==> config.mk <==
export PLATFORM = sky130hd
export DESIGN_NAME = treasure_classifier
export DESIGN_NICKNAME = d
export VERILOG_FILES = /design/src/rtl/treasure_pkg.sv /design/src/rtl/band_counter.sv /design/src/rtl/treasure_classifier.sv
export SDC_FILE = /design/constraint.sdc
export NUM_CORES = 1
export LEC_CHECK = 0
export ABC_AREA = 1
export BUFFER_PORTS_ARGS = -buffer_cell sky130_fd_sc_hd__clkbuf_2
export CORE_ASPECT_RATIO = 0.9
export CORE_UTILIZATION = 55
export DETAILED_ROUTE_END_ITERATION = 8
export GPL_ROUTABILITY_DRIVEN = 0
export PLACE_DENSITY = 0.71
export SYNTH_ARGS = -nofsm -noshare
export SYNTH_HDL_FRONTEND = slang
export SYNTH_SLANG_ARGS = --single-unit
==> constraint.sdc <==
create_clock -name CLK -period 4.6 [get_ports CLK]
set_input_delay 0.46 -clock CLK [delete_from_list [all_inputs] [get_ports CLK]]
set_output_delay 0.46 -clock CLK [all_outputs]
set_load 0.005 [all_outputs]
==> src/rtl/treasure_pkg.sv <==
// Shared geometry, thresholds, encodings and shape helper for the treasure classifier.
package treasure_pkg;

    localparam int WIDTH         = 176;
    localparam int HEIGHT        = 144;
    localparam int PIXEL_LATENCY = 1;

    localparam logic [9:0] WIDTH_PX   = 10'(WIDTH);
    localparam logic [9:0] HEIGHT_PX  = 10'(HEIGHT);
    localparam logic [9:0] BAND_M_ROW = 10'(HEIGHT / 3);
    localparam logic [9:0] BAND_B_ROW = 10'((2 * HEIGHT) / 3);

    localparam logic [2:0]  RED_MIN   = 3'd6;
    localparam logic [1:0]  BLUE_MIN  = 2'd2;
    // Exclusive upper bound for the "dark" fields (G always, R for blue pixels)
    localparam logic [2:0]  DARK_MAX  = 3'd3;
    localparam logic [14:0] MIN_COUNT = 15'd400;
    localparam logic [14:0] CNT_MAX   = 15'h7FFF;

    localparam logic [1:0] COLOR_NONE    = 2'b00;
    localparam logic [1:0] COLOR_RED     = 2'b01;
    localparam logic [1:0] COLOR_BLUE    = 2'b10;
    localparam logic [1:0] SHAPE_NONE    = 2'b00;
    localparam logic [1:0] SHAPE_TRI     = 2'b01;
    localparam logic [1:0] SHAPE_SQUARE  = 2'b10;
    localparam logic [1:0] SHAPE_DIAMOND = 2'b11;

    typedef enum logic [2:0] {
        SYNC_WAIT = 3'd0,
        ACCUM     = 3'd1,
        EVAL_A    = 3'd2,
        EVAL_B    = 3'd3,
        PUBLISH   = 3'd4
    } state_t;

    function automatic logic [15:0] abs_diff(input logic [15:0] a, input logic [15:0] b);
        logic [15:0] d;
        if (a >= b) begin
            d = a - b;
        end else begin
            d = b - a;
        end
        return d;
    endfunction

    // Shape from the dominant colour's top/middle/bottom band counts, in priority order.
    function automatic logic [1:0] classify_shape(input logic [15:0] t,
                                                  input logic [15:0] m,
                                                  input logic [15:0] b);
        logic [15:0] quarter;
        logic [1:0]  s;
        quarter = {2'b00, b[15:2]};
        if (({t[14:0], 1'b0} <= b) && (t < m) && (m < b)) begin
            s = SHAPE_TRI;
        end else if ((abs_diff(t, b) <= quarter) && (abs_diff(m, b) <= quarter)) begin
            s = SHAPE_SQUARE;
        end else if ((m > t) && (m > b)) begin
            s = SHAPE_DIAMOND;
        end else begin
            s = SHAPE_NONE;
        end
        return s;
    endfunction

endpackage

==> src/rtl/band_counter.sv <==
// Saturating 15-bit pixel counter for one colour/band pair.
module band_counter
    import treasure_pkg::*;
(
    input  logic        CLK,
    input  logic        RESET_NEG,
    input  logic        inc,
    input  logic        clr,
    output logic [14:0] count,
    output logic        sat
);

    logic [14:0] count_r;

    // Count register: clear wins over increment, value sticks at full scale.
    always_ff @(posedge CLK or negedge RESET_NEG) begin
        if (!RESET_NEG) begin
            count_r <= 15'd0;
        end else if (clr) begin
            count_r <= 15'd0;
        end else if (inc && (count_r != CNT_MAX)) begin
            count_r <= count_r + 15'd1;
        end else begin
            count_r <= count_r;
        end
    end

    assign count = count_r;
    assign sat   = (count_r == CNT_MAX);

endmodule

==> src/rtl/treasure_classifier.sv <==
// Counts red/blue pixels per horizontal band each frame and publishes colour/shape at frame end.
// Optional macro FRAME_VOTE_EN: outputs only follow a result seen on two consecutive frames.
module treasure_classifier
    import treasure_pkg::*;
(
    input  logic       CLK,
    input  logic       RESET_NEG,
    input  logic [7:0] PIXEL_IN,
    input  logic [9:0] VGA_PIXEL_X,
    input  logic [9:0] VGA_PIXEL_Y,
    input  logic       VGA_VSYNC_NEG,
    output logic [1:0] COLOR,
    output logic [1:0] SHAPE,
    output logic       RESULT_VALID
);

    state_t      state_r, state_s;
    logic        prev_vsync_r;
    logic [9:0]  x_pipe_r [PIXEL_LATENCY];
    logic [9:0]  y_pipe_r [PIXEL_LATENCY];
    logic [9:0]  x_d_s, y_d_s;
    logic        fe_s, in_win_s, red_px_s, blue_px_s, count_en_s, clr_s;
    logic [2:0]  band_s;
    logic [5:0]  inc_s, sat_s;
    logic [14:0] cnt_s [6];
    logic [16:0] red_sum_s, blue_sum_s, dom_total_s;
    logic [16:0] red_total_r, blue_total_r;
    logic        dom_red_r;
    logic [14:0] dom_t_r, dom_m_r, dom_b_r;
    logic [1:0]  color_s, shape_s, new_color_r, new_shape_r;
    logic [1:0]  color_r, shape_r;
    logic        valid_r;

    // Delay scan coordinates to line up with the registered memory read data.
    always_ff @(posedge CLK or negedge RESET_NEG) begin
        if (!RESET_NEG) begin
            for (int i = 0; i < PIXEL_LATENCY; i++) begin
                x_pipe_r[i] <= 10'd0;
                y_pipe_r[i] <= 10'd0;
            end
        end else begin
            x_pipe_r[0] <= VGA_PIXEL_X;
            y_pipe_r[0] <= VGA_PIXEL_Y;
            for (int i = 1; i < PIXEL_LATENCY; i++) begin
                x_pipe_r[i] <= x_pipe_r[i-1];
                y_pipe_r[i] <= y_pipe_r[i-1];
            end
        end
    end

    assign x_d_s = x_pipe_r[PIXEL_LATENCY-1];
    assign y_d_s = y_pipe_r[PIXEL_LATENCY-1];

    // Vsync history for frame-end edge detection.
    always_ff @(posedge CLK or negedge RESET_NEG) begin
        if (!RESET_NEG) begin
            prev_vsync_r <= 1'b1;
        end else begin
            prev_vsync_r <= VGA_VSYNC_NEG;
        end
    end

    assign fe_s = prev_vsync_r & ~VGA_VSYNC_NEG;

    // Pixel class, band decode and per-counter increment enables.
    always_comb begin
        in_win_s  = (x_d_s < WIDTH_PX) && (y_d_s < HEIGHT_PX);
        red_px_s  = (PIXEL_IN[7:5] >= RED_MIN) && (PIXEL_IN[4:2] < DARK_MAX) &&
                    (PIXEL_IN[1:0] < BLUE_MIN);
        blue_px_s = (PIXEL_IN[1:0] >= BLUE_MIN) && (PIXEL_IN[7:5] < DARK_MAX) &&
                    (PIXEL_IN[4:2] < DARK_MAX);
        if (y_d_s < BAND_M_ROW) begin
            band_s = 3'b001;
        end else if (y_d_s < BAND_B_ROW) begin
            band_s = 3'b010;
        end else begin
            band_s = 3'b100;
        end
        count_en_s = (state_r == ACCUM) && in_win_s;
        inc_s = {{3{blue_px_s}} & band_s, {3{red_px_s}} & band_s} & {6{count_en_s}} & ~sat_s;
        clr_s = ((state_r == SYNC_WAIT) && fe_s) || (state_r == PUBLISH);
    end

    // Index 0..2: red top/mid/bottom, 3..5: blue top/mid/bottom.
    for (genvar g = 0; g < 6; g++) begin : g_cnt
        band_counter u_cnt (
            .CLK       (CLK),
            .RESET_NEG (RESET_NEG),
            .inc       (inc_s[g]),
            .clr       (clr_s),
            .count     (cnt_s[g]),
            .sat       (sat_s[g])
        );
    end

    assign red_sum_s  = {2'b00, cnt_s[0]} + {2'b00, cnt_s[1]} + {2'b00, cnt_s[2]};
    assign blue_sum_s = {2'b00, cnt_s[3]} + {2'b00, cnt_s[4]} + {2'b00, cnt_s[5]};

    // State register.
    always_ff @(posedge CLK or negedge RESET_NEG) begin
        if (!RESET_NEG) begin
            state_r <= SYNC_WAIT;
        end else begin
            state_r <= state_s;
        end
    end

    // Next state; frame ends seen during evaluation are blanking and ignored.
    always_comb begin
        state_s = state_r;
        case (state_r)
            SYNC_WAIT: begin
                if (fe_s) begin
                    state_s = ACCUM;
                end else begin
                    state_s = SYNC_WAIT;
                end
            end
            ACCUM: begin
                if (fe_s) begin
                    state_s = EVAL_A;
                end else begin
                    state_s = ACCUM;
                end
            end
            EVAL_A:  state_s = EVAL_B;
            EVAL_B:  state_s = PUBLISH;
            PUBLISH: state_s = ACCUM;
            default: state_s = SYNC_WAIT;
        endcase
    end

    // Dominant-colour snapshot in EVAL_A, classification result in EVAL_B.
    always_ff @(posedge CLK or negedge RESET_NEG) begin
        if (!RESET_NEG) begin
            red_total_r  <= 17'd0;
            blue_total_r <= 17'd0;
            dom_red_r    <= 1'b0;
            dom_t_r      <= 15'd0;
            dom_m_r      <= 15'd0;
            dom_b_r      <= 15'd0;
            new_color_r  <= COLOR_NONE;
            new_shape_r  <= SHAPE_NONE;
        end else begin
            if (state_r == EVAL_A) begin
                red_total_r  <= red_sum_s;
                blue_total_r <= blue_sum_s;
                dom_red_r    <= (red_sum_s >= blue_sum_s);
                if (red_sum_s >= blue_sum_s) begin
                    dom_t_r <= cnt_s[0];
                    dom_m_r <= cnt_s[1];
                    dom_b_r <= cnt_s[2];
                end else begin
                    dom_t_r <= cnt_s[3];
                    dom_m_r <= cnt_s[4];
                    dom_b_r <= cnt_s[5];
                end
            end
            if (state_r == EVAL_B) begin
                new_color_r <= color_s;
                new_shape_r <= shape_s;
            end
        end
    end

    // Colour and shape of the latched dominant counts.
    always_comb begin
        dom_total_s = dom_red_r ? red_total_r : blue_total_r;
        if (dom_total_s < {2'b00, MIN_COUNT}) begin
            color_s = COLOR_NONE;
            shape_s = SHAPE_NONE;
        end else begin
            color_s = dom_red_r ? COLOR_RED : COLOR_BLUE;
            shape_s = classify_shape({1'b0, dom_t_r}, {1'b0, dom_m_r}, {1'b0, dom_b_r});
        end
    end

`ifdef FRAME_VOTE_EN
    logic [3:0] cand_r;

    // Publish only when this frame repeats the previous frame's candidate.
    always_ff @(posedge CLK or negedge RESET_NEG) begin
        if (!RESET_NEG) begin
            cand_r  <= 4'd0;
            color_r <= COLOR_NONE;
            shape_r <= SHAPE_NONE;
            valid_r <= 1'b0;
        end else begin
            valid_r <= 1'b0;
            if (state_r == PUBLISH) begin
                cand_r <= {new_color_r, new_shape_r};
                if ({new_color_r, new_shape_r} == cand_r) begin
                    color_r <= new_color_r;
                    shape_r <= new_shape_r;
                    valid_r <= ({new_color_r, new_shape_r} != {color_r, shape_r});
                end
            end
        end
    end
`else
    // Every publish refreshes the outputs and strobes valid.
    always_ff @(posedge CLK or negedge RESET_NEG) begin
        if (!RESET_NEG) begin
            color_r <= COLOR_NONE;
            shape_r <= SHAPE_NONE;
            valid_r <= 1'b0;
        end else begin
            valid_r <= (state_r == PUBLISH);
            if (state_r == PUBLISH) begin
                color_r <= new_color_r;
                shape_r <= new_shape_r;
            end
        end
    end
`endif

    assign COLOR        = color_r;
    assign SHAPE        = shape_r;
    assign RESULT_VALID = valid_r;

endmodule

==> flow_metrics.tcl, run 1 <==
set metrics [dict create \
    coreArea_um2 29900 \
    yosysTopAreaCellShare 0.279 \
    clock_path_buffers 2 \
    endpoint_kind "flop" \
    initial_core_util 0.558 \
    synthTopCellsByCount "nand2_1 (684), inv_1 (313), dfrtp_1 (186), ha_1 (166), nor2_1 (159)" \
    syn_inst 2343 \
    fillCellCount 2767 \
    synth-xor-area-share 0.0447 \
    synth-simple-area-share 0.296 \
    num_vias 16300 \
    synth-async-reset-ratio 1.00 \
    finalClockSkew_ns 0.0131 \
    nNetsFinal 2651 \
    rows 60 \
    power_density_nw_per_um2 607 \
    r2r_end "dom_m_r[5]" \
    status "finished, violations left" \
    period_share 0.967 \
    cts_hold_buf 0 \
    cts_sinks 187 \
    clock.fmax_ghz 0.225 \
    dieArea_um2 31000 \
    cts_tree "done" \
    yosysMostFrequentCell "nand2_1" \
    setup_viol 0 \
    grt_pass1_vias 15300 \
    syn-cell-area_um2 16700 \
    ys_warn_count 0 \
    crit_fanout 20 \
    cts_root_buf "clkbuf_16" \
    antennaDiodeCount 0 \
    clk_pin_slew_ns 0.08 \
    rr_worst_depth 20 \
    drive_gt1_frac 0.0921 \
    slew_viol_final 0 \
    start_kind "flop" \
    htreeDepth 4 \
    ys_ff_latch 187 \
    drv_cap 0 \
    synth_area_leaders "dfrtp_1 (28%), nand2_1 (15%), ha_1 (12%)" \
    yosysTopAreaCell "dfrtp_1" \
    r2r_start "g_cnt[5].u_cnt.count[2]" \
    violations "negative hold slack" \
    via_per_inst 5.75 \
    synth_edf_count 0 \
    wl_met1_um 23100 \
    wl_met2_um 22300 \
    synth_top_family_by_area "simple AND/OR/NAND/NOR gates" \
    met3RoutedLength_um 5470 \
    top_layer "met4" \
    io_buffers 26 \
    synth_fa_ha_area_frac 0.168 \
    ys_seq_area_frac 0.281 \
    synth-compound-area-share 0.122 \
    wl_um 53100 \
    synth_ff_type "dfrtp_1" \
    r2r_slack_ns 0.15 \
    peakVddDrop_mv 0.462 \
    grt-ovfl-total 0 \
    area_delta_synth_final_pct 11.0 \
    worstMarginPinSlew_ns 0.900 \
    antenna_left 0 \
    synthMuxAreaShare 0 \
    routedWlPerCell_um 18.8 \
    route.detailed.drc 0 \
    grt_pass1_wl_um 83400 \
    p_leak_nw 9.39 \
    die_x_um 186 \
    numCtsBuffers 17 \
    required_ns 4.92 \
    critPathKind "reg2reg" \
    io_pins 36 \
    drt_first_iter_violations 1895 \
    worst_hold_slack_ns -0.00650 \
    grt_max_degree 120 \
    hp-class "in2async" \
    die_h_um 167 \
    drtPass1Iterations 8 \
    antenna_found_initial 0 \
    syn_area_per_cell_um2 7.12 \
    fin_crit_ns 4.45 \
    hpwlAfterDp_um 42400 \
    grt_usage 0.352 \
    finalHoldViolations 2 \
    relSlewSlack 0.400 \
    fin_util 0.620 \
    yosysUniqueCellTypes 62 \
    syn-num-nets 2576 \
    clkLatencyLatePin_ns 0.45 \
    worstPathArrival_ns 4.77 \
]
-- how the worst max path moves through the flow --
| stage | from | end | cells after the start |
|---|---|---|---|
| 6_report | g_cnt[5].u_cnt.count[2] | dom_m_r[5] | 20 |
| 4_1_cts | g_cnt[5].u_cnt.count[1] | dom_m_r[5] | 21 |
| 2_1_floorplan | g_cnt[5].u_cnt.count[1] | dom_t_r[10] | 21 |
| 3_3_place_gp | g_cnt[5].u_cnt.count[1] | dom_t_r[13] | 20 |
| 3_5_place_dp | g_cnt[2].u_cnt.count[1] | dom_m_r[5] | 19 |
| 5_1_grt | g_cnt[5].u_cnt.count[2] | dom_t_r[4] | 21 |
-- cell families after synthesis --
family / Yosys count
flops: 187
buf+inv: 376
xor+xnor: 85
compound gates: 354
simple gates: 1139
fa+ha+maj: 202
-- report_power, final --
part	internal, mW	switching (mW)
clock	0.878	0.728
combinational	2.71	4.89
sequential	1.79	0.241
-- critical path, stage by stage, from the launching register on --
cell and delay [ns]:
dfrtp_1 0.42, fa_1 0.60, inv_1 0.08, fa_1 0.46, inv_1 0.10, a31oi_2 0.14, o211ai_1 0.27, nand3_1 0.12
nand2_2 0.14, a21oi_1 0.09, or2_2 0.29, nand2_1 0.08, ha_1 0.15, nand4_1 0.17, or4_4 0.51, o2111ai_4 0.13
buf_12 0.17, buf_12 0.15, nand2_1 0.07, nand2_1 0.06, o21ai_0 0.10
-- per-layer routing --
metal	track usage	up-vias
li1	-	7793
met1	0.505	7580
met2	0.518	793
met3	0.0661	120
met4	0.149	0
met5	0	-
-- cell type report --
class / instances / area, µm² / share of cell area
Clock buffer: 18 / 429 / 0.0232
Timing Repair Buffer: 107 / 830 / 0.0448
Sequential cell: 187 / 4680 / 0.253
Clock inverter: 14 / 201 / 0.0109
Tap cell: 403 / 504 / 0.0272
Multi-Input combinational cell: 1781 / 10600 / 0.575
Inverter: 324 / 1220 / 0.0659
-- registers in the layout, summed over array words and instances, names as in the netlist, 3 cells and up --
| signal | cells |
|---|---|
| state_r | 3 |
| y_d_s | 6 |
| dom_t_r | 15 |
| x_d_s | 6 |
| dom_m_r | 15 |
| blue_total_r | 13 |
| g_cnt.u_cnt.count | 90 |
| dom_b_r | 15 |
| red_total_r | 13 |
-- repair_timing --
action,in CTS,in global routing
buffers inserted,0,7
endpoints found under the setup margin,16,48
cloned,0,1
gates resized for setup,1,21
pin swaps,0,6
hold endpoints to repair,0,0
-- cell usage in the layout, fill, tap and decap left out, drive strengths merged, types with 10 or more instances in the layout --
master | synthesis | layout
inv | 323 | 329
buf | 29 | 81
xnor2 | 24 | 24
a21oi | 129 | 129
nor2 | 174 | 174
ha | 166 | 166
nand2 | 697 | 697
nand4 | 34 | 34
o21ai | 150 | 150
xor2 | 61 | 61
o211ai | 10 | 10
fa | 36 | 36
clkbuf | 23 | 44
o31ai | 26 | 26
nand3 | 139 | 139
nor4 | 26 | 26
nor3 | 59 | 59
dfrtp | 186 | 186
-- per-stage QoR --
step | instance area (µm²) | total power, mW | TNS [ns] | worst slack (ns) | cells
2_1_floorplan | 16700 | 7.45 | 0 | 0.544 | 2343
3_3_place_gp | 17700 | 9.12 | 0 | 0.146 | 2794
3_5_place_dp | 17700 | 9.29 | -0.00589 | -0.00589 | 2794
4_1_cts | 18300 | 10.9 | 0 | 0.0156 | 2826
5_1_grt | 18500 | 12.3 | -0.325 | -0.0422 | 2834
6_report | 18500 | 11.2 | 0 | 0.153 | 2834
Note: power is estimated with default switching activity, not from simulation.
==> run 2: changes to the inputs <==
- CELL_PAD_IN_SITES_DETAIL_PLACEMENT: unset -> 0
- CELL_PAD_IN_SITES_GLOBAL_PLACEMENT: unset -> 1
- CORE_UTILIZATION: 55 -> 48
- PLACE_DENSITY: 0.71 -> unset
- PLACE_DENSITY_LB_ADDON: unset -> 0.1
==> run 2 against run 1 <==
  * The run now ends clean
  * Sequential share of layout area shrank 0.53 points
  * Die area grew 14%
  * Maximum frequency is essentially flat
  * Routed wire length grew 7.7%
  * Register-to-register slack is essentially flat
  * Worst hold slack gained 0.093 ns
  * Largest cell class unchanged
  * Combinational power grew 5.7%
  * Sequential cell count is the same
  * Core utilization shrank 6.5 points
  * Clock skew grew 0.0040 ns
  * Final cell count grew 3.8%
  * Count of clock-buffer cells in the layout grew 3
==> flow_metrics.tcl, run 2 (synthesized netlist as in run 1, its figures left out) <==
set metrics [dict create \
    status "complete, no violations" \
    clkLatencyLatePin_ns 0.47 \
    finalHoldViolations 0 \
    nNetsFinal 2702 \
    grt_pass1_wl_um 87500 \
    finalPower_mw 11.5 \
    multi_input_area_um2 10700 \
    dieArea_um2 35500 \
    layout_common_cells "nand2_1 (681), inv_1 (313), dfrtp_1 (182)" \
    clk_pin_slew_ns 0.07 \
    drt_first_iter_violations 1476 \
    cts_hold_buf 0 \
    htreeDepth 4 \
    routedWlPerCell_um 19.4 \
    worstMarginPinSlew_ns 1.04 \
    worstPathArrival_ns 4.79 \
    relSlewSlack 0.297 \
    grt_max_degree 112 \
    fin_area_um2 18900 \
    area_delta_synth_final_pct 13.5 \
    p_sw_mw 6.00 \
    rows 64 \
    via_per_inst 5.49 \
    grt_usage 0.333 \
    r2r_start "g_cnt[0].u_cnt.count[1]" \
    fillCellCount 3414 \
    rr_worst_depth 23 \
    io_buffers 26 \
    cts_tree "done" \
    seqPwrFrac 0.175 \
    wl_um 57200 \
    period_share 0.966 \
    layout.cells.most_common "nand2_1" \
    drive_gt1_frac 0.114 \
    io_pins 36 \
    peakVddDrop_mv 0.403 \
    numCtsBuffers 17 \
    finalClockSkew_ns 0.0172 \
    grt_pass1_vias 14900 \
    route.detailed.drc 0 \
    fin_crit_ns 4.45 \
    clock_path_buffers 2 \
    start_kind "flop" \
    fin_util 0.555 \
    internal_power_mw 5.51 \
    die_x_um 198 \
    dp_cells 2899 \
    required_ns 4.95 \
    largest_register_ffs 90 \
    r2r_slack_ns 0.15 \
    switching_share 0.521 \
    drtPass1Iterations 5 \
    clkPwrFrac 0.127 \
    critPathKind "reg2reg" \
    placed_area_um2 18100 \
    p_leak_nw 9.61 \
    hpwlAfterDp_um 46400 \
    seq_area_um2 4690 \
    endpoint_kind "flop" \
    initial_core_util 0.489 \
    drv_cap 0 \
    cts_sinks 187 \
    num_vias 16200 \
    cts_root_buf "clkbuf_16" \
    setup_viol 0 \
    antenna_found_initial 1 \
    antennaDiodeCount 0 \
    power_density_nw_per_um2 608 \
    coreArea_um2 34100 \
    grt-ovfl-total 0 \
    die_h_um 179 \
    slew_viol_final 0 \
    instances_no_fill 2943 \
    crit_fanout 8 \
    hp-class "in2async" \
    clock.fmax_ghz 0.225 \
    antenna_left 0 \
    comb_power_share 0.699 \
    r2r_end "dom_t_r[13]" \
]
-- run 2: changes by cell type in the layout (fill, tap and decap cells not counted), moves of 3 or more --
| cell | change |
|---|---|
| buf_4 | +52 |
| dfrtp_1 | -3 |
| dfrtp_2 | +3 |
| ha_1 | -3 |
| ha_4 | +3 |
| o21ai_0 | -3 |
-- run 2: worst max-delay path, cell delays in order (launching register included) --
cell and delay (ns):
dfrtp_1 0.43, fa_1 0.55, ha_2 0.17, inv_1 0.07
fa_2 0.37, o21ai_2 0.16, buf_4 0.15, a21oi_1 0.07
o21bai_2 0.18, xor2_2 0.17, buf_6 0.14, inv_1 0.04
ha_1 0.28, nand2_2 0.07, nor2_2 0.09, nand4_1 0.09
or4_4 0.55, o2111ai_4 0.09, buf_12 0.17, buf_6 0.13
buf_6 0.13, nand2_1 0.05, nand2_1 0.07, o21ai_0 0.08
-- run 2: power by group through the flow --
stage / Combinational [mW] / Sequential, mW / Clock (mW)
2_1_floorplan: 5.50 / 1.95 / 0
5_1_grt: 9.11 / 2.02 / 1.55
4_1_cts: 7.83 / 2.00 / 1.49
3_5_place_dp: 7.59 / 2.03 / 0
3_3_place_gp: 7.47 / 2.03 / 0
6_report: 8.04 / 2.01 / 1.46
-- run 2: worst max path at each step --
| stage | from | end | slack [ns] | cells after the start |
|---|---|---|---|---|
| 5_1_grt | g_cnt[2].u_cnt.count[3] | dom_m_r[9] | -0.03 | 25 |
| 3_3_place_gp | g_cnt[2].u_cnt.count[1] | dom_t_r[4] | -0.08 | 20 |
| 4_1_cts | g_cnt[2].u_cnt.count[1] | dom_t_r[13] | 0.02 | 22 |
| 3_5_place_dp | g_cnt[2].u_cnt.count[1] | dom_t_r[10] | -0.12 | 20 |
| 6_report | g_cnt[0].u_cnt.count[1] | dom_t_r[13] | 0.15 | 23 |
| 2_1_floorplan | g_cnt[5].u_cnt.count[1] | dom_t_r[10] | 0.54 | 21 |
-- run 2: cell type report --
class,count,area share
clock buffer,21,0.0238
clock inverter,10,0.00588
inverter,324,0.0647
multi-input combinational,1780,0.563
sequential,187,0.248
tap,462,0.0305
timing repair buffer,159,0.0644
-- run 2: through the flow --
stage | TNS, ns | setup WS (ns) | hold slack, ns
finish | 0 | 0.155 | 0.0869
global route | -0.0753 | -0.0271 | 0.0703
CTS | 0 | 0.0153 | 0.0713
detailed placement | -3.69 | -0.123 | 0.462
global placement | -2.13 | -0.0754 | 0.459
floorplan | 0 | 0.544 | 0.164
-- run 2: timing repair --
| action | CTS | global route |
|---|---|---|
| setup endpoints to repair | 45 | 48 |
| hold endpoints to repair | 0 | 0 |
| pin swaps | 4 | 13 |
| gates resized for setup | 6 | 33 |
| gates cloned | 1 | 0 |
| setup buffers | 3 | 11 |
-- run 2: layer usage --
layer  GRT usage  part of all wire  vias up
li1            -                 -     7879
met1       0.478              0.46     7617
met2       0.503              0.43      574
met3      0.0579             0.078       81
met4       0.113             0.033        2
met5           0           0.00016        -
